$ cat src/rtl/mem_port_arbiter_pkg.sv
// Shared types for the memory port arbiter.
// Exports: arb_state_t, mem_type_t size/sign codes, MEM_SIZE_WORD.
package mem_port_arbiter_pkg;

    typedef enum logic [1:0] {
        IDLE  = 2'd0,
        FETCH = 2'd1,
        DATA  = 2'd2
    } arb_state_t;

    // Load/store type: bit 2 = unsigned, bits 1:0 = log2(bytes).
    typedef enum logic [2:0] {
        MEM_B  = 3'b000,
        MEM_H  = 3'b001,
        MEM_W  = 3'b010,
        MEM_BU = 3'b100,
        MEM_HU = 3'b101
    } mem_type_t;

    localparam logic [2:0] MEM_SIZE_WORD = MEM_W;

    localparam int WD_CNT_W = 8;

endpackage

$ cat src/rtl/mem_port_arbiter_if.sv
// Bundle of fetch, data, memory and error signals around the arbiter.
// master: arbiter view; slave: pipeline + memory view.
interface mem_port_arbiter_if #(
    parameter int ADDR_W = 32,
    parameter int DATA_W = 32
);
    logic              if_req;
    logic [ADDR_W-1:0] if_addr;
    logic              if_flush;
    logic [DATA_W-1:0] if_rdata;
    logic              if_valid;
    logic              if_stall;

    logic              d_req;
    logic              d_we;
    logic [ADDR_W-1:0] d_addr;
    logic [DATA_W-1:0] d_wdata;
    logic [2:0]        d_size;
    logic [DATA_W-1:0] d_rdata;
    logic              d_valid;
    logic              d_stall;

    logic              mem_req;
    logic              mem_we;
    logic [ADDR_W-1:0] mem_addr;
    logic [DATA_W-1:0] mem_wdata;
    logic [2:0]        mem_size;
    logic              mem_ack;
    logic [DATA_W-1:0] mem_rdata;

    logic              err_timeout;

    modport master (
        input  if_req, if_addr, if_flush,
        input  d_req, d_we, d_addr, d_wdata, d_size,
        input  mem_ack, mem_rdata,
        output if_rdata, if_valid, if_stall,
        output d_rdata, d_valid, d_stall,
        output mem_req, mem_we, mem_addr, mem_wdata, mem_size,
        output err_timeout
    );

    modport slave (
        output if_req, if_addr, if_flush,
        output d_req, d_we, d_addr, d_wdata, d_size,
        output mem_ack, mem_rdata,
        input  if_rdata, if_valid, if_stall,
        input  d_rdata, d_valid, d_stall,
        input  mem_req, mem_we, mem_addr, mem_wdata, mem_size,
        input  err_timeout
    );

endinterface

$ cat src/rtl/mem_port_arbiter_watchdog.sv
// Saturating 8-bit wait counter that flags a memory that never acks.
// Ports: CLK, RST, clear, enable (waiting cycle), expire (last allowed cycle).
module arb_watchdog
    import mem_port_arbiter_pkg::*;
#(
    parameter int TIMEOUT = 255
) (
    input  logic CLK,
    input  logic RST,
    input  logic clear,
    input  logic enable,
    output logic expire
);

    localparam logic [WD_CNT_W-1:0] CNT_MAX = '1;
    // Expire on the cycle the count would reach TIMEOUT, so mem_req is
    // held for exactly TIMEOUT unacknowledged cycles.
    localparam logic [WD_CNT_W-1:0] LAST =
        (TIMEOUT == 0) ? '0 : WD_CNT_W'(TIMEOUT - 1);
    localparam logic ENABLED = (TIMEOUT != 0);

    logic [WD_CNT_W-1:0] cnt_q, cnt_d;

    always_comb begin
        cnt_d = cnt_q;
        if (clear) begin
            cnt_d = '0;
        end else if (enable && cnt_q != CNT_MAX) begin
            cnt_d = cnt_q + 1'b1;
        end
    end

    always_ff @(posedge CLK or posedge RST) begin
        if (RST) begin
            cnt_q <= '0;
        end else begin
            cnt_q <= cnt_d;
        end
    end

    assign expire = ENABLED & enable & ~clear & (cnt_q == LAST);

endmodule

$ cat src/rtl/mem_port_arbiter.sv
// Shares one single-port memory between IF and MEM; data side has priority.
// Ports: CLK, RST, bus (master modport: fetch/data/memory/error signals).
module mem_port_arbiter
    import mem_port_arbiter_pkg::*;
#(
    parameter int ADDR_W  = 32,
    parameter int DATA_W  = 32,
    parameter int TIMEOUT = 255
) (
    input  logic                CLK,
    input  logic                RST,
    mem_port_arbiter_if.master  bus
);

    arb_state_t        state_q, state_d;
    logic              mem_req_q, mem_req_d;
    logic              mem_we_q, mem_we_d;
    logic [ADDR_W-1:0] mem_addr_q, mem_addr_d;
    logic [DATA_W-1:0] mem_wdata_q, mem_wdata_d;
    logic [2:0]        mem_size_q, mem_size_d;
    logic [DATA_W-1:0] if_rdata_q, if_rdata_d;
    logic              if_valid_q, if_valid_d;
    logic [DATA_W-1:0] d_rdata_q, d_rdata_d;
    logic              d_valid_q, d_valid_d;
    logic              discard_q, discard_d;
    logic              err_q, err_d;

    logic              busy;
    logic              wd_expire;
    logic              done;
    logic              drop;
    logic              d_pend;
    logic              f_pend;
    logic              issue_d;
    logic              issue_f;
    logic [DATA_W-1:0] rsp;

    // A request is still pending only until its valid pulses; this keeps
    // a held request from re-issuing in the IDLE cycle after completion.
    assign d_pend  = bus.d_req & ~d_valid_q;
    assign f_pend  = bus.if_req & ~if_valid_q & ~bus.if_flush;
    assign issue_d = (state_q == IDLE) & d_pend;
    assign issue_f = (state_q == IDLE) & f_pend & ~d_pend;

    assign busy = (state_q != IDLE);
    assign done = busy & (bus.mem_ack | wd_expire);
    assign rsp  = bus.mem_ack ? bus.mem_rdata : '0;
    // Flush in the ack cycle still squashes this response.
    assign drop = discard_q | bus.if_flush;

    arb_watchdog #(
        .TIMEOUT (TIMEOUT)
    ) u_wd (
        .CLK    (CLK),
        .RST    (RST),
        .clear  (~busy | bus.mem_ack),
        .enable (busy & ~bus.mem_ack),
        .expire (wd_expire)
    );

    always_ff @(posedge CLK or posedge RST) begin
        if (RST) begin
            state_q     <= IDLE;
            mem_req_q   <= 1'b0;
            mem_we_q    <= 1'b0;
            mem_addr_q  <= '0;
            mem_wdata_q <= '0;
            mem_size_q  <= '0;
            if_rdata_q  <= '0;
            if_valid_q  <= 1'b0;
            d_rdata_q   <= '0;
            d_valid_q   <= 1'b0;
            discard_q   <= 1'b0;
            err_q       <= 1'b0;
        end else begin
            state_q     <= state_d;
            mem_req_q   <= mem_req_d;
            mem_we_q    <= mem_we_d;
            mem_addr_q  <= mem_addr_d;
            mem_wdata_q <= mem_wdata_d;
            mem_size_q  <= mem_size_d;
            if_rdata_q  <= if_rdata_d;
            if_valid_q  <= if_valid_d;
            d_rdata_q   <= d_rdata_d;
            d_valid_q   <= d_valid_d;
            discard_q   <= discard_d;
            err_q       <= err_d;
        end
    end

    always_comb begin
        state_d = state_q;
        unique case (1'b1)
            issue_d: state_d = DATA;
            issue_f: state_d = FETCH;
            done:    state_d = IDLE;
            default: ;
        endcase
    end

    always_comb begin
        mem_req_d   = mem_req_q;
        mem_we_d    = mem_we_q;
        mem_addr_d  = mem_addr_q;
        mem_wdata_d = mem_wdata_q;
        mem_size_d  = mem_size_q;
        if_rdata_d  = if_rdata_q;
        if_valid_d  = 1'b0;
        d_rdata_d   = d_rdata_q;
        d_valid_d   = 1'b0;
        discard_d   = discard_q;
        err_d       = err_q | wd_expire;

        unique case (state_q)
            IDLE: begin
                unique case (1'b1)
                    issue_d: begin
                        mem_req_d   = 1'b1;
                        mem_we_d    = bus.d_we;
                        mem_addr_d  = bus.d_addr;
                        mem_wdata_d = bus.d_wdata;
                        mem_size_d  = bus.d_size;
                    end
                    issue_f: begin
                        mem_req_d  = 1'b1;
                        mem_we_d   = 1'b0;
                        mem_addr_d = bus.if_addr;
                        mem_size_d = MEM_SIZE_WORD;
                        discard_d  = 1'b0;
                    end
                    default: ;
                endcase
            end
            FETCH: begin
                if (done) begin
                    mem_req_d = 1'b0;
                    discard_d = 1'b0;
                    if (!drop) begin
                        if_valid_d = 1'b1;
                        if_rdata_d = rsp;
                    end
                end else if (bus.if_flush) begin
                    discard_d = 1'b1;
                end
            end
            DATA: begin
                if (done) begin
                    mem_req_d = 1'b0;
                    d_valid_d = 1'b1;
                    d_rdata_d = mem_we_q ? '0 : rsp;
                end
            end
            default: ;
        endcase
    end

    assign bus.mem_req     = mem_req_q;
    assign bus.mem_we      = mem_we_q;
    assign bus.mem_addr    = mem_addr_q;
    assign bus.mem_wdata   = mem_wdata_q;
    assign bus.mem_size    = mem_size_q;
    assign bus.if_rdata    = if_rdata_q;
    assign bus.if_valid    = if_valid_q;
    assign bus.if_stall    = bus.if_req & ~if_valid_q;
    assign bus.d_rdata     = d_rdata_q;
    assign bus.d_valid     = d_valid_q;
    assign bus.d_stall     = bus.d_req & ~d_valid_q;
    assign bus.err_timeout = err_q;

endmodule

$ cat src/flat_wrapper.sv
// flat-port wrapper written by rule: the top's interface ports become plain ports
module mem_port_arbiter_flat import mem_port_arbiter_pkg::*;
#(
    parameter int ADDR_W  = 32,
    parameter int DATA_W  = 32,
    parameter int TIMEOUT = 255
)
  (CLK, RST, bus_if_req, bus_if_addr, bus_if_flush, bus_d_req, bus_d_we, bus_d_addr, bus_d_wdata, bus_d_size, bus_mem_ack, bus_mem_rdata, bus_if_rdata, bus_if_valid, bus_if_stall, bus_d_rdata, bus_d_valid, bus_d_stall, bus_mem_req, bus_mem_we, bus_mem_addr, bus_mem_wdata, bus_mem_size, bus_err_timeout);
  mem_port_arbiter_if #(.ADDR_W(ADDR_W), .DATA_W(DATA_W)) bus_i ();
  input  logic CLK;
  input  logic RST;
  input wire logic [$bits(bus_i.if_req)-1:0] bus_if_req;
  input wire logic [$bits(bus_i.if_addr)-1:0] bus_if_addr;
  input wire logic [$bits(bus_i.if_flush)-1:0] bus_if_flush;
  input wire logic [$bits(bus_i.d_req)-1:0] bus_d_req;
  input wire logic [$bits(bus_i.d_we)-1:0] bus_d_we;
  input wire logic [$bits(bus_i.d_addr)-1:0] bus_d_addr;
  input wire logic [$bits(bus_i.d_wdata)-1:0] bus_d_wdata;
  input wire logic [$bits(bus_i.d_size)-1:0] bus_d_size;
  input wire logic [$bits(bus_i.mem_ack)-1:0] bus_mem_ack;
  input wire logic [$bits(bus_i.mem_rdata)-1:0] bus_mem_rdata;
  output wire logic [$bits(bus_i.if_rdata)-1:0] bus_if_rdata;
  output wire logic [$bits(bus_i.if_valid)-1:0] bus_if_valid;
  output wire logic [$bits(bus_i.if_stall)-1:0] bus_if_stall;
  output wire logic [$bits(bus_i.d_rdata)-1:0] bus_d_rdata;
  output wire logic [$bits(bus_i.d_valid)-1:0] bus_d_valid;
  output wire logic [$bits(bus_i.d_stall)-1:0] bus_d_stall;
  output wire logic [$bits(bus_i.mem_req)-1:0] bus_mem_req;
  output wire logic [$bits(bus_i.mem_we)-1:0] bus_mem_we;
  output wire logic [$bits(bus_i.mem_addr)-1:0] bus_mem_addr;
  output wire logic [$bits(bus_i.mem_wdata)-1:0] bus_mem_wdata;
  output wire logic [$bits(bus_i.mem_size)-1:0] bus_mem_size;
  output wire logic [$bits(bus_i.err_timeout)-1:0] bus_err_timeout;
  assign bus_i.if_req = bus_if_req;
  assign bus_i.if_addr = bus_if_addr;
  assign bus_i.if_flush = bus_if_flush;
  assign bus_i.d_req = bus_d_req;
  assign bus_i.d_we = bus_d_we;
  assign bus_i.d_addr = bus_d_addr;
  assign bus_i.d_wdata = bus_d_wdata;
  assign bus_i.d_size = bus_d_size;
  assign bus_i.mem_ack = bus_mem_ack;
  assign bus_i.mem_rdata = bus_mem_rdata;
  assign bus_if_rdata = bus_i.if_rdata;
  assign bus_if_valid = bus_i.if_valid;
  assign bus_if_stall = bus_i.if_stall;
  assign bus_d_rdata = bus_i.d_rdata;
  assign bus_d_valid = bus_i.d_valid;
  assign bus_d_stall = bus_i.d_stall;
  assign bus_mem_req = bus_i.mem_req;
  assign bus_mem_we = bus_i.mem_we;
  assign bus_mem_addr = bus_i.mem_addr;
  assign bus_mem_wdata = bus_i.mem_wdata;
  assign bus_mem_size = bus_i.mem_size;
  assign bus_err_timeout = bus_i.err_timeout;
  mem_port_arbiter #(.ADDR_W(ADDR_W), .DATA_W(DATA_W), .TIMEOUT(TIMEOUT)) u_core (.CLK(CLK), .RST(RST), .bus(bus_i));
endmodule
$ cat config.mk
export PLATFORM = sky130hd
export DESIGN_NAME = mem_port_arbiter_flat
export DESIGN_NICKNAME = d
export VERILOG_FILES = /design/src/rtl/mem_port_arbiter_pkg.sv /design/src/rtl/mem_port_arbiter_if.sv /design/src/rtl/mem_port_arbiter_watchdog.sv /design/src/rtl/mem_port_arbiter.sv /design/src/flat_wrapper.sv
export SDC_FILE = /design/constraint.sdc
export NUM_CORES = 1
export LEC_CHECK = 0
export CAP_MARGIN = 25
export CELL_PAD_IN_SITES_DETAIL_PLACEMENT = 0
export CELL_PAD_IN_SITES_GLOBAL_PLACEMENT = 1
export CORE_MARGIN = 2
export CORE_UTILIZATION = 33
export DETAILED_ROUTE_END_ITERATION = 8
export GPL_TIMING_DRIVEN = 0
export HOLD_SLACK_MARGIN = 0.03
export MAX_ROUTING_LAYER = met4
export PLACE_DENSITY_LB_ADDON = 0.12
export SLEW_MARGIN = 0
export SYNTH_ARGS = -nofsm -noshare
export SYNTH_HDL_FRONTEND = slang
export SYNTH_SLANG_ARGS = --single-unit
$ cat constraint.sdc
create_clock -name CLK -period 4.9 [get_ports CLK]
set_input_delay 0.49 -clock CLK [delete_from_list [all_inputs] [get_ports CLK]]
set_output_delay 0.49 -clock CLK [all_outputs]
set_load 0.05 [all_outputs]
; ---- Word level (Yosys, flattened, before mapping)
; Index checks and enable logic that the tools add are counted.
[totals]
regBits = 147
latch_bits = 0
ramBits = 0
romBits = 0
inputBits = 138
output_inout_bits = 138
word_cells = 80
n_memories = 0
[classes]
addsub = 1
n_mul = 0
div = 0
magnitude_cmp = 0
eq_ne = 8
n_shift = 0
mux = 20
bitwise_logic = 22
reduce_logical = 16
[op_table]
columns = cell, count
row1 = 2-to-1 mux 32 bit, 2
row2 = case mux 32 bit (2 select lines), 1
row3 = 2-to-1 mux 8 bit, 2
row4 = AND 1 bit, 10
row5 = 2-to-1 mux 1 bit, 10
row6 = nonzero test 2 bit, 5
row7 = AND reduction 3 bit, 3
row8 = "adder 8 x 1 -> 8 bit, second input constant", 1
row9 = "equality test 8 bit, second input constant", 1
row10 = "inequality test 8 bit, second input constant", 1
row11 = inverter 1 bit, 8
row12 = case mux 1 bit (2 select lines), 3
row13 = case mux 2 bit (3 select lines), 1
row14 = case mux 3 bit (2 select lines), 1
row15 = AND reduction 2 bit, 3
row16 = "inequality test 2 x 1 -> 1 bit, second input constant", 2
row17 = OR 1 bit, 4
row18 = OR reduction 2 bit, 2
row19 = "inequality test 3 x 2 -> 1 bit, second input constant", 1
row20 = nonzero test 3 bit, 1
row21 = "equality test 2 x 1 -> 1 bit, second input constant", 1
row22 = "equality test 2 bit, second input constant", 1
row23 = logical NOT 2 bit, 1
row24 = "inequality test 2 bit, second input constant", 1
row25 = logical AND 1 bit, 1

; ---- Logic depth before layout (Yosys ltp)
; Gate-level depths: netlist (run 1).
[depth]
ltp_word = 10
mapped_depth = 9
mapped_depth_nobuf = 5

; ---- By module
; A second synthesis (run 1) with hierarchy kept.
[hier_totals]
hier_cells = 594
area_unflattened_um2 = 6970.4
[by_module_without_submodules]
columns = mod, instances, cells_per_inst, area_each_um2, seq_area_each_um2
row1 = mem_port_arbiter, 1, 545, 6506.2, 3478.3
row2 = arb_watchdog, 1, 49, 464.2, 200.2

; ---- Worst setup path before layout (run 1)
; No wires, ideal clock.
[synth_path]
path_type = flip-flop to output port
from = register u_core.d_valid_q, in the netlist u_core.bus.d_valid
to = output bus_d_stall
t_arrival_ps = 1597
t_required_ps = 4410
path_slack_ps = 2813
stages_incl_launch_ff = 5
path_buffers = 2
path_cell_list = dfrtp_1 -> nand2b_1 -> clkbuf_1 -> clkbuf_1 -> inv_1
[synth_via]
elab_chain_len = 2
[synth_lines]
columns = element, line_no
row1 = start: declaration, mem_port_arbiter.sv:24  ; logic d_valid_q, d_valid_d;
row2 = start signal: assignment, mem_port_arbiter.sv:85  ; d_valid_q <= d_valid_d;
row3 = inverter 1 bit, mem_port_arbiter.sv:167  ; assign bus.d_stall = bus.d_req & ~d_valid_q;
row4 = AND 1 bit, mem_port_arbiter.sv:167
row5 = end: declaration, flat_wrapper.sv:27  ; output wire logic [$bits(bus_i.d_stall)-1:0] bus_d_stall;
; Every way passes these cells.

; ---- Worst setup path after layout (run 1)
[layout_path]
from = input bus_d_req
to = output bus_d_stall
[layout_via]
elab_chain_len = 1
[layout_lines]
columns = element, line_no
row1 = start: declaration, flat_wrapper.sv:15  ; input wire logic [$bits(bus_i.d_req)-1:0] bus_d_req;
row2 = AND 1 bit, mem_port_arbiter.sv:167
; Every way passes these cells.

==> impl_metrics.json, run 1 <==
{
  "cts_tree": "done",
  "power_mw": 6.97,
  "p_per_area_mw_per_mm2": 657,
  "start_util": 0.338,
  "routed_wl_microns": 22200,
  "htree_levels": 4,
  "yosys_warnings": 0,
  "vias": 5945,
  "syn_to_final_growth_pct": 53.9,
  "drtPass1Iterations": 5,
  "swShare": 0.451,
  "viasPerCell": 5.03,
  "ys_types": 52,
  "slew_violations": 0,
  "netlist_area_sq_mm": 0.00689,
  "synth-main-ff-cell": "dfrtp_1",
  "critical_path.cell_chain": "clkdlybuf4s50_1, nand2b_1, clkbuf_1, clkbuf_1, inv_1, clkdlybuf4s50_1",
  "routedWlPerCell_microns": 18.8,
  "clkPwrFrac": 0.190,
  "layout_commonest_cell": "clkdlybuf4s50_1",
  "drv_cap": 0,
  "hold_path_depth": 2,
  "ir_drop_mv": 0.293,
  "pwr-share-seq": 0.271,
  "dieArea_sq_mm": 0.0221,
  "grt_pass1_wl_microns": 34200,
  "ant_nets": 0,
  "crit_fanout": 10,
  "min_period_over_period": 0.625,
  "cts_setup_buffers": 0,
  "most-common-layout-cells": "275 x clkdlybuf4s50_1, 147 x dfrtp_1, 108 x nand2_1",
  "synthArstFlopShare": 1.00,
  "worst_pin_slew_ns": 0.664,
  "syn_inst": 604,
  "cts_buffer_depth": 2,
  "first_global_vias": 5890,
  "io_buffers": 275,
  "dp_hpwl_microns": 16300,
  "die_w_microns": 149,
  "crit_arrival_ns": 2.57,
  "path_class": "in2out",
  "core_area_sq_mm": 0.0204,
  "rows": 52,
  "postSynthNetCount": 748,
  "finalHoldViolations": 0,
  "drtIter0Drc": 298,
  "cts_sinks": 147,
  "worstPathRequired_ns": 4.41,
  "fin_area_sq_mm": 0.0106,
  "avgSynthCellArea_sq_um": 11.4,
  "fin_util": 0.521,
  "finalSetupViolCount": 0,
  "p_switching_mw": 3.14,
  "pin_count": 276,
  "p_comb_frac": 0.540,
  "end_kind": "primary output",
  "synth-edff-count": 0,
  "cp-start-kind": "input port",
  "grt_overflow": 0,
  "antenna_found_initial": 1,
  "hold_slack_ns": 0.471,
  "grt_max_degree": 79,
  "internal_power_mw": 3.83,
  "slew_headroom": 0.558,
  "clockRootBuffer": "clkbuf_16",
  "placed_area_sq_mm": 0.0100,
  "finClkSkew_ns": 0.00886,
  "cts_resized": 0,
  "period_minus_slack_ns": 3.06,
  "routabilityCongestion": 0.838,
  "status": "finished, final reports clean",
  "rsz0062_at_grt": "false",
  "max_stage_delay_ns": 0.71,
  "cts_buffers": 17,
  "ys_seq_area_frac": 0.534,
  "synth_seq_cells": 147,
  "drive_above_1_share": 0.115,
  "crit_path_top_delay_cell": "clkdlybuf4s50_1",
  "fin_nets": 1043,
  "worst_hold_path_type": "reg2reg",
  "holdBufCountCts": 0,
  "clock_latency_ns": 0.42,
  "drc_errors": 0,
  "tns_ns": 0,
  "leakage_nw": 4.30,
  "clk_pin_slew_worst_paths_ns": 0.06,
  "max_clock_freq_ghz": 0.327,
  "fp.dieH_microns": 149,
  "grt_use_total": 0.205,
  "reg2reg_depth": 6
}
==> synthesized netlist by cell type (6+ instances only) <==
cell type  instances  area share
ha_1               6       0.011
a221o_1           32       0.046
dfrtp_1          147        0.53
nand4_1           34       0.031
clkbuf_1          14      0.0076
inv_1              7      0.0038
buf_6             16       0.026
a21o_1            32       0.035
buf_2             11      0.0080
a22o_1            32       0.041
nand2_1          108       0.059
mux2i_1           32       0.046
nor2b_1           31       0.028
o21ai_2           30       0.038
==> power by group through the flow <==
stage	registers, mW	logic, mW	clock network (mW)
2_1_floorplan	3.23	1.19	0
3_3_place_gp	1.89	3.75	0
3_5_place_dp	1.90	3.79	0
4_1_cts	1.89	3.80	1.35
5_1_grt	1.94	3.98	1.42
6_report	1.89	3.76	1.32
==> kinds of logic (layout without fill, tap and decap cells) <==
group,Yosys count,count (layout),share of synthesized area
DFF,147,147,0.534
buffers and inverters,59,366,0.0663
other,0,1,0
adders and majority gates,6,6,0.0109
AOI/OAI and AO/OA,156,156,0.193
muxes,32,32,0.0465
and+or+nand+nor,204,204,0.150
==> layout make-up <==
| cell class | instances | area (sq um) |
|---|---|---|
| Timing Repair Buffer | 276 | 2780 |
| Fill cell | 1841 | 9760 |
| Clock inverter | 13 | 161 |
| Antenna cell | 1 | 2.50 |
| Multi-Input combinational cell | 398 | 2760 |
| Tap cell | 270 | 338 |
| Inverter | 7 | 31.3 |
| Clock buffer | 18 | 429 |
| Sequential cell | 147 | 3680 |
| Buffer | 52 | 430 |
==> state kept, by name, indices dropped and copies added (netlist names) <==
signal / flops
u_core.bus.d_rdata: 32
u_core.bus.if_rdata: 32
u_core.bus.mem_addr: 32
u_core.bus.mem_wdata: 32
u_core.u_wd.cnt_q: 8
u_core.bus.mem_size: 3
u_core.state_q: 2
u_core.bus.d_valid: 1
u_core.bus.err_timeout: 1
u_core.bus.if_valid: 1
u_core.bus.mem_req: 1
u_core.bus.mem_we: 1
u_core.discard_q: 1
==> critical path, delay by kind of cell <==
| kind | cells | cell delay, ns |
|---|---|---|
| AND/OR/NAND/NOR | 1 | 0.08 |
| buffers and inverters | 5 | 2.00 |
==> metrics by stage <==
stage | setup slack [ns] | std cells
2_1_floorplan | 0.459 | 604
3_3_place_gp | -1.72 | 1149
3_5_place_dp | 1.82 | 1150
4_1_cts | 1.81 | 1181
5_1_grt | 1.66 | 1182
6_report | 1.84 | 1182
==> routing by layer <==
layer  global-route usage  vias up  part of all wire
met2                0.332      229              0.49
met5                    -        -                 0
li1                     -     2793                 -
met3               0.0509       25             0.069
met4               0.0652        0             0.017
met1                0.255     2898              0.42
==> final timing paths <==
path	start	to	slack, ns
worst max register to register	u_core.state_q[0]	u_core.bus.if_rdata[13]	2.78
worst max-delay path	bus_d_req	bus_d_stall	1.84
max in group asynchronous	RST	u_core.u_wd.cnt_q[4]	3.54
worst min-delay path	u_core.bus.mem_wdata[30]	u_core.bus.mem_wdata[30]	0.47
worst min register to register	u_core.bus.mem_wdata[30]	u_core.bus.mem_wdata[30]	0.47
min in group asynchronous	RST	u_core.bus.mem_wdata[4]	0.55
Note: power is estimated with default switching activity, not from simulation.
==> inputs of run 2 (changes only) <==
Clock period 4.9 ns to 3 ns, I/O delays scaled along.
==> impl_metrics.json, run 2 (synthesis gave the netlist of run 1 again) <==
{
  "clockRootBuffer": "clkbuf_16",
  "cts_resized": 0,
  "path_class": "reg2out",
  "max_clock_freq_ghz": 0.356,
  "routedWlPerCell_microns": 18.9,
  "worst_hold_path_type": "in2async",
  "cts_buffer_depth": 2,
  "rows": 52,
  "antenna_found_initial": 0,
  "fin_cells": 1185,
  "drv_cap": 0,
  "critical_path.cell_chain": "nand2b_1, clkbuf_1, clkbuf_1, inv_1, clkdlybuf4s50_1",
  "crit_fanout": 10,
  "finalSetupViolCount": 0,
  "routabilityCongestion": 0.796,
  "io_buffers": 275,
  "fin_area_sq_mm": 0.0107,
  "htree_levels": 4,
  "leakage_nw": 4.33,
  "drtPass1Iterations": 4,
  "cts_sinks": 147,
  "syn_to_final_growth_pct": 54.9,
  "fp.dieH_microns": 149,
  "cts_buffers": 17,
  "core_area_sq_mm": 0.0204,
  "rsz0062_at_grt": "false",
  "finalHoldViolations": 0,
  "dp_hpwl_microns": 16900,
  "layout_commonest_cell": "clkdlybuf4s50_1",
  "antennaDiodeCount": 0,
  "most-common-layout-cells": "275 x clkdlybuf4s50_1, 147 x dfrtp_1, 108 x nand2_1",
  "path_delay_family": "buffers and inverters",
  "crit_path_frequent_cell": "clkbuf_1",
  "start_util": 0.338,
  "clk_pin_slew_worst_paths_ns": 0.07,
  "finClkSkew_ns": 0.0117,
  "pre_cts_slack_ns": 0.273,
  "slew_violations": 0,
  "crit_path_top_delay_cell": "clkdlybuf4s50_1",
  "hold_slack_ns": 0.265,
  "grt_pass1_wl_microns": 34600,
  "end_kind": "primary output",
  "period_minus_slack_ns": 2.81,
  "drc_errors": 0,
  "grt_use_total": 0.207,
  "drive_above_1_share": 0.119,
  "viasPerCell": 5.00,
  "cts_tree": "done",
  "grt_overflow": 0,
  "routed_wl_microns": 22400,
  "drtIter0Drc": 281,
  "ir_drop_mv": 0.543,
  "cp_num_buf_inv": 4,
  "r2r_setup_slack_ns": 0.94,
  "worst_pin_slew_ns": 0.612,
  "first_global_vias": 6105,
  "grt_max_degree": 44,
  "holdBufCountCts": 0,
  "slew_headroom": 0.590,
  "p_per_area_mw_per_mm2": 1070,
  "dp_cells": 1153,
  "dieArea_sq_mm": 0.0221,
  "placed_area_sq_mm": 0.0101,
  "ant_nets": 0,
  "crit_arrival_ns": 2.51,
  "min_period_over_period": 0.938,
  "fin_ws_ns": 0.187,
  "fin_nets": 1046,
  "clock_latency_ns": 0.42,
  "vias": 5928,
  "worstPathRequired_ns": 2.70,
  "pin_count": 276,
  "cts_setup_buffers": 0,
  "status": "finished, final reports clean",
  "max_stage_delay_ns": 0.70,
  "cp-start-kind": "register",
  "die_w_microns": 149
}
-- run 2: cell count changes in the layout (fill, tap and decap cells not counted), sizes merged --
cell	previous run	this run
clkinvlp	4	3
buf	39	42
diode	1	0
inv	8	10
-- run 2: layout make-up --
cell class	count	area, sq um
tap	270	338
fill	1793	9690
timing repair buffer	279	2830
buffer	52	430
sequential	147	3680
multi-input combinational	398	2760
clock inverter	14	179
inverter	7	30.0
clock buffer	18	429
-- run 2: path summary, 6_finish.rpt --
kind                                          startpoint                        to  depth (start not counted)
worst max-delay path                  u_core.bus.d_valid               bus_d_stall                          5
worst min-delay path                                 RST  u_core.bus.mem_wdata[23]                          2
worst max register to register         u_core.state_q[0]   u_core.bus.if_rdata[18]                          6
worst min register to register  u_core.bus.mem_wdata[30]  u_core.bus.mem_wdata[30]                          2
max in group asynchronous                            RST      u_core.u_wd.cnt_q[4]                          5
min in group CLK                         bus_d_wdata[16]  u_core.bus.mem_wdata[16]                          3
-- run 2: stage by stage --
stage | TNS (ns) | utilization | total power, mW
finish | 0 | 0.524 | 11.5
CTS | 0 | 0.524 | 11.6
global placement | -75.78 | 0.490 | 9.20
detailed placement | 0 | 0.494 | 9.32
floorplan | 0 | - | 7.21
global route | 0 | 0.524 | 12.0
-- run 2: power by group --
group	internal (mW)	switching, mW	total [mW]
clock network	1.32	0.895	2.22
registers	2.65	0.432	3.08
logic	2.30	3.86	6.16
total	6.28	5.19	11.5
-- run 2: per-layer routing --
layer | global-route usage | share of wire | vias to the layer above
li1 | - | - | 2790
met1 | 0.254 | 0.42 | 2928
met2 | 0.337 | 0.50 | 191
met3 | 0.0610 | 0.075 | 19
met4 | 0.0548 | 0.013 | 0
met5 | - | 0 | -
==> inputs of run 3 (changes only) <==
Settings changed: ABC_AREA set to 1, CORE_UTILIZATION 33 to 31.
==> impl_metrics.json, run 3 <==
{
  "status": "finished, final reports clean",
  "end_kind": "primary output",
  "p_comb_frac": 0.548,
  "fin_nets": 1215,
  "htree_levels": 4,
  "synth.top_cell.area_share": 0.556,
  "core_area_sq_mm": 0.0210,
  "leakage_nw": 4.85,
  "drv_cap": 0,
  "holdBufCountCts": 0,
  "avgSynthCellArea_sq_um": 8.54,
  "rsz0062_at_grt": "false",
  "clkPwrFrac": 0.186,
  "postSynthNetCount": 918,
  "fp.dieH_microns": 150,
  "cts_setup_buffers": 0,
  "synth-edff-count": 0,
  "cts_buffers": 17,
  "die_w_microns": 150,
  "worst_hold_path_type": "in2async",
  "p_switching_mw": 5.84,
  "synthArstFlopShare": 1.00,
  "finClkSkew_ns": 0.0140,
  "num-fill-cells": 2119,
  "fin_ws_ns": 0.838,
  "ir_drop_mv": 0.479,
  "routedWlPerCell_microns": 16.0,
  "pwr-share-seq": 0.266,
  "synth_seq_cells": 147,
  "ys_types": 31,
  "synth_top_cells_by_count": "307 x nand2_1, 147 x dfrtp_1, 75 x nor2_1, 42 x o21ai_0, 37 x nand3_1",
  "ant_nets": 0,
  "worst_pin_slew_ns": 0.623,
  "drc_errors": 0,
  "crit_arrival_ns": 1.86,
  "p_per_area_mw_per_mm2": 1160,
  "hold_slack_ns": 0.259,
  "endpoint": "bus_d_stall",
  "drtPass1Iterations": 4,
  "routabilityCongestion": 0.788,
  "swShare": 0.487,
  "synth.most_common_cell": "nand2_1",
  "path_class": "reg2out",
  "syn_to_final_growth_pct": 57.2,
  "clockRootBuffer": "clkbuf_16",
  "pin_count": 276,
  "antenna_found_initial": 0,
  "slew_headroom": 0.583,
  "viasPerCell": 4.55,
  "grt_overflow": 0,
  "drive_above_1_share": 0.0701,
  "worstPathRequired_ns": 2.70,
  "rows": 53,
  "register_area_sq_mm": 0.00368,
  "synth-main-ff-cell": "dfrtp_1",
  "crit_path_start": "u_core.bus.d_valid",
  "dp_hpwl_microns": 15900,
  "antennaDiodeCount": 0,
  "syn_inst": 774,
  "most-common-layout-cells": "307 x nand2_1, 274 x clkdlybuf4s50_1, 147 x dfrtp_1",
  "tns_ns": 0,
  "dieArea_sq_mm": 0.0225,
  "first_global_vias": 6074,
  "cp-start-kind": "register",
  "vias": 6186,
  "grt_use_total": 0.198,
  "r2r_setup_slack_ns": 0.90,
  "period_minus_slack_ns": 2.16,
  "yosysTopAreaCell": "dfrtp_1",
  "layout_commonest_cell": "nand2_1",
  "reg2reg_depth": 9,
  "max_clock_freq_ghz": 0.462,
  "yosys_warnings": 0,
  "clock_latency_ns": 0.43,
  "r2r_end": "u_core.bus.mem_addr[17]",
  "ys_top_cells_by_area": "dfrtp_1 56%, nand2_1 17%, nor2_1 4.3%",
  "netlist_area_sq_mm": 0.00661,
  "r2r-start": "u_core.state_q[0]",
  "cts_buffer_depth": 2,
  "cts_tree": "done",
  "start_util": 0.316,
  "io_buffers": 274,
  "cts_resized": 0,
  "slew_violations": 0,
  "pre_cts_slack_ns": 0.645,
  "crit_path_top_delay_cell": "clkdlybuf4s50_1",
  "power_mw": 12.0,
  "cts_sinks": 147,
  "finalSetupViolCount": 0,
  "grt_pass1_wl_microns": 33400,
  "worst-path-stages": 2,
  "grt_max_degree": 39,
  "crit_fanout": 3,
  "multi_input_area_sq_mm": 0.00255,
  "max_stage_delay_ns": 0.86,
  "ys_seq_area_frac": 0.556,
  "clk_pin_slew_worst_paths_ns": 0.06,
  "internal_power_mw": 6.17,
  "routed_wl_microns": 21700,
  "path_delay_family": "buffers and inverters",
  "min_period_over_period": 0.721,
  "cp_num_buf_inv": 1,
  "finalHoldViolations": 0,
  "critical_path.cell_chain": "nor2_2, clkdlybuf4s50_1",
  "drtIter0Drc": 277
}
## run 3: cells by family (layout without fill, tap and decap cells)
kind of cell             after synthesis  after routing  share of synthesized area
AND/OR/NAND/NOR                      470            470                      0.305
flip-flops                           147            147                      0.556
AO/OA/AOI/OAI                         81             81                     0.0702
buffers and inverters                 70            380                     0.0572
adder cells (fa/ha/maj)                6              6                     0.0114
## run 3: stage by stage
stage,cell area (sq um),util,std cells
6_report,10400,0.496,1359
5_1_grt,10400,0.496,1359
4_1_cts,10400,0.496,1359
3_5_place_dp,9780,0.467,1327
3_3_place_gp,9700,0.463,1323
2_1_floorplan,6620,-,774
## run 3: power by group through the flow
stage / clock (mW) / sequential [mW] / combinational (mW)
2_1_floorplan: 0 / 5.87 / 1.57
3_3_place_gp: 0 / 3.21 / 6.61
3_5_place_dp: 0 / 3.22 / 6.64
4_1_cts: 2.28 / 3.20 / 6.66
5_1_grt: 2.37 / 3.29 / 6.98
6_report: 2.24 / 3.19 / 6.58
## run 3: layout make-up
| cell class | instances | share of cell area |
|---|---|---|
| Sequential cell | 147 | 0.354 |
| Timing Repair Buffer | 278 | 0.272 |
| Multi-Input combinational cell | 557 | 0.246 |
| Clock buffer | 20 | 0.0449 |
| Tap cell | 275 | 0.0331 |
| Buffer | 50 | 0.0287 |
| Clock inverter | 12 | 0.0138 |
| Inverter | 20 | 0.00807 |
## run 3: worst min path at each step
| stage | to | startpoint | cells after the start |
|---|---|---|---|
| floorplan | u_core.bus.mem_wdata[0] | bus_d_wdata[0] | 2 |
| global placement | u_core.bus.if_rdata[26] | u_core.bus.if_rdata[26] | 2 |
| detailed placement | u_core.bus.if_rdata[19] | u_core.bus.if_rdata[19] | 2 |
| CTS | u_core.bus.mem_addr[22] | RST | 2 |
| global route | u_core.bus.mem_addr[24] | RST | 2 |
| finish | u_core.bus.mem_addr[22] | RST | 2 |
## run 3: routing by layer
metal / vias to the layer above / part of all wire / global-route usage
met5: - / 0 / -
met4: 0 / 0.022 / 0.0703
met3: 31 / 0.064 / 0.0497
met2: 185 / 0.47 / 0.303
met1: 2889 / 0.45 / 0.257
li1: 3081 / - / -
==> patch: new RTL, flow settings as in run 2 <==
The 3 states of `arb_state_t` get a one-hot encoding in 3 bits.
--- a/src/rtl/mem_port_arbiter_pkg.sv
+++ b/src/rtl/mem_port_arbiter_pkg.sv
@@ -2,10 +2,10 @@
 // Exports: arb_state_t, mem_type_t size/sign codes, MEM_SIZE_WORD.
 package mem_port_arbiter_pkg;
 
-    typedef enum logic [1:0] {
-        IDLE  = 2'd0,
-        FETCH = 2'd1,
-        DATA  = 2'd2
+    typedef enum logic [2:0] {
+        IDLE  = 3'b001,
+        FETCH = 3'b010,
+        DATA  = 3'b100
     } arb_state_t;
 
     // Load/store type: bit 2 = unsigned, bits 1:0 = log2(bytes).
Function: same outputs for any inputs over 4 cycles, from zero or initial values and one cycle with RST high; so few cycles prove little.
==> patch against run 2 <==
- total power up 1.3%
- final area increased by 3.9%
- wire length increased by 4.4%
- setup slack better by 0.23 ns
- area after synthesis rose by 6.5%
- sequential cell count grew 1
- cell count grew 3.2%
- combinational power up 2%
- largest cell class unchanged
- largest power group unchanged
- highest routed layer unchanged
==> patch: results (changes against run 2) <==
run_status:
  outcome: "complete, no violations"
yosys:
  synth_area_leaders: "dfrtp_1 (50%), mux2_4 (5.3%), and4b_1 (4.5%)"
  synth_fa_ha_area_share_pct: 0.3409  # -0.75 points
  synth_mux_area_share_pct: 6.511  # +1.9 points
  yosysWarningCount: 0  # unchanged
  synth_nets: 774  # +3.5%
  yosys.area_share.xor_xnor_pct: 0.1193  # +0.12 points
  ys_seq_area_share_pct: 50.47  # -2.9 points
  synth_commonest_cells: "dfrtp_1 (147), clkbuf_1 (45), inv_1 (35)"
  synth_cell_type_count: 47  # -9.6%
  synth_compound_area_share_pct: 19.04  # -0.25 points
final_layout:
  drive_above_1_share_pct: 13.26  # +1.3 points
  antenna_cells: 0  # unchanged
  fin_nets: 1070  # +2.3%
power_and_ir_drop:
  seqPwrFrac_pct: 27.3  # +0.4 points
  ir_drop_v: 0.0007311  # +35%
  p_leak_nw: 4.565  # +5.3%
  p_int_mw: 6.458  # +2.9%
  p_clk_mw: 2.17  # -2%
setup_path:
  crit_arrival_ns: 2.29  # -0.22 ns
  rr_endpoint: "u_core.bus.if_valid"
  rrSetupSlack_ns: 0.83  # -0.11 ns
  rr_worst_depth: 6  # unchanged
  max_stage_delay_ns: 0.64  # -0.06 ns
  cp_max_fo: 10  # unchanged
  critPathLaunch: "bus_d_req"
  r2r_start: "u_core.u_wd.cnt_q[0]"
grt:
  grt_first_pass_wirelength_mm: 37.39  # +8.1%
  grt_pass1_vias: 6669  # +9.2%
  grt_use_total_pct: 20.49  # -0.24 points
  use_met1_pct: 26.64  # +1.3 points
  met3_usage_pct: 5.103  # -1.0 points
  grt_max_degree: 40  # -9.1%
  use_met2_pct: 31.76  # -2.0 points
placed_design:
  dpl_cell_area_um2: 10500  # +4.3%
  dp_hpwl_mm: 17.30  # +2.4%
  gp_congestion: 0.8241  # +3.5%
  io_buffers: 274  # -0.36%
drt:
  ant_nets: 0  # unchanged
  wl_met3_mm: 1.451  # -14%
  wl_met2_mm: 10.80  # -2.6%
  vias: 6406  # +8.1%
  wire_per_inst_um: 19.11  # +1.2%
  dr.pass1.iters: 4  # unchanged
  drt_iter0_drc: 330  # +17%
  m1WireLength_mm: 10.64  # +14%
sta:
  tightest_slew_ns: 0.9004  # +0.2885 ns
  fin_worst_skew_ns: 0.009531  # -0.002162 ns
clock_network:
  htree_levels: 4  # unchanged
  cts_resized: 0  # unchanged
hold_path:
  hp-class: "in -> async"
patch: cell count changes in the layout (fill, tap and decap cells not counted), sizes merged, moves of 31 or more:
cell,before,now
a211o,1,32
a221o,32,0
a2bb2oi,1,32
and4b,0,33
clkbuf,32,64
mux2,0,32
nand2,108,3
o31ai,0,32
or3b,1,35
patch: cell type report:
class / count / area (um^2)
clock buffer: 19 / 432.9
fill: 1989 / 10730
timing repair buffer: 277 / 2805
clock inverter: 13 / 160.2
tap: 280 / 350.3
inverter: 36 / 138.9
buffer: 64 / 340.3
sequential: 148 / 3705
multi-input combinational: 386 / 3161
patch: stage by stage:
stage	total power [mW]	hold WS, ns	std cells	setup slack, ns
after floorplan	7.350	0.4325	634	0.8398
after global placement	9.395	0.4720	1188	-0.5270
after detailed placement	9.488	0.4649	1191	0.02489
after CTS	11.72	0.4262	1223	0.004812
after global routing	12.15	0.4850	1223	0.3260
final	11.61	0.3995	1223	0.4135
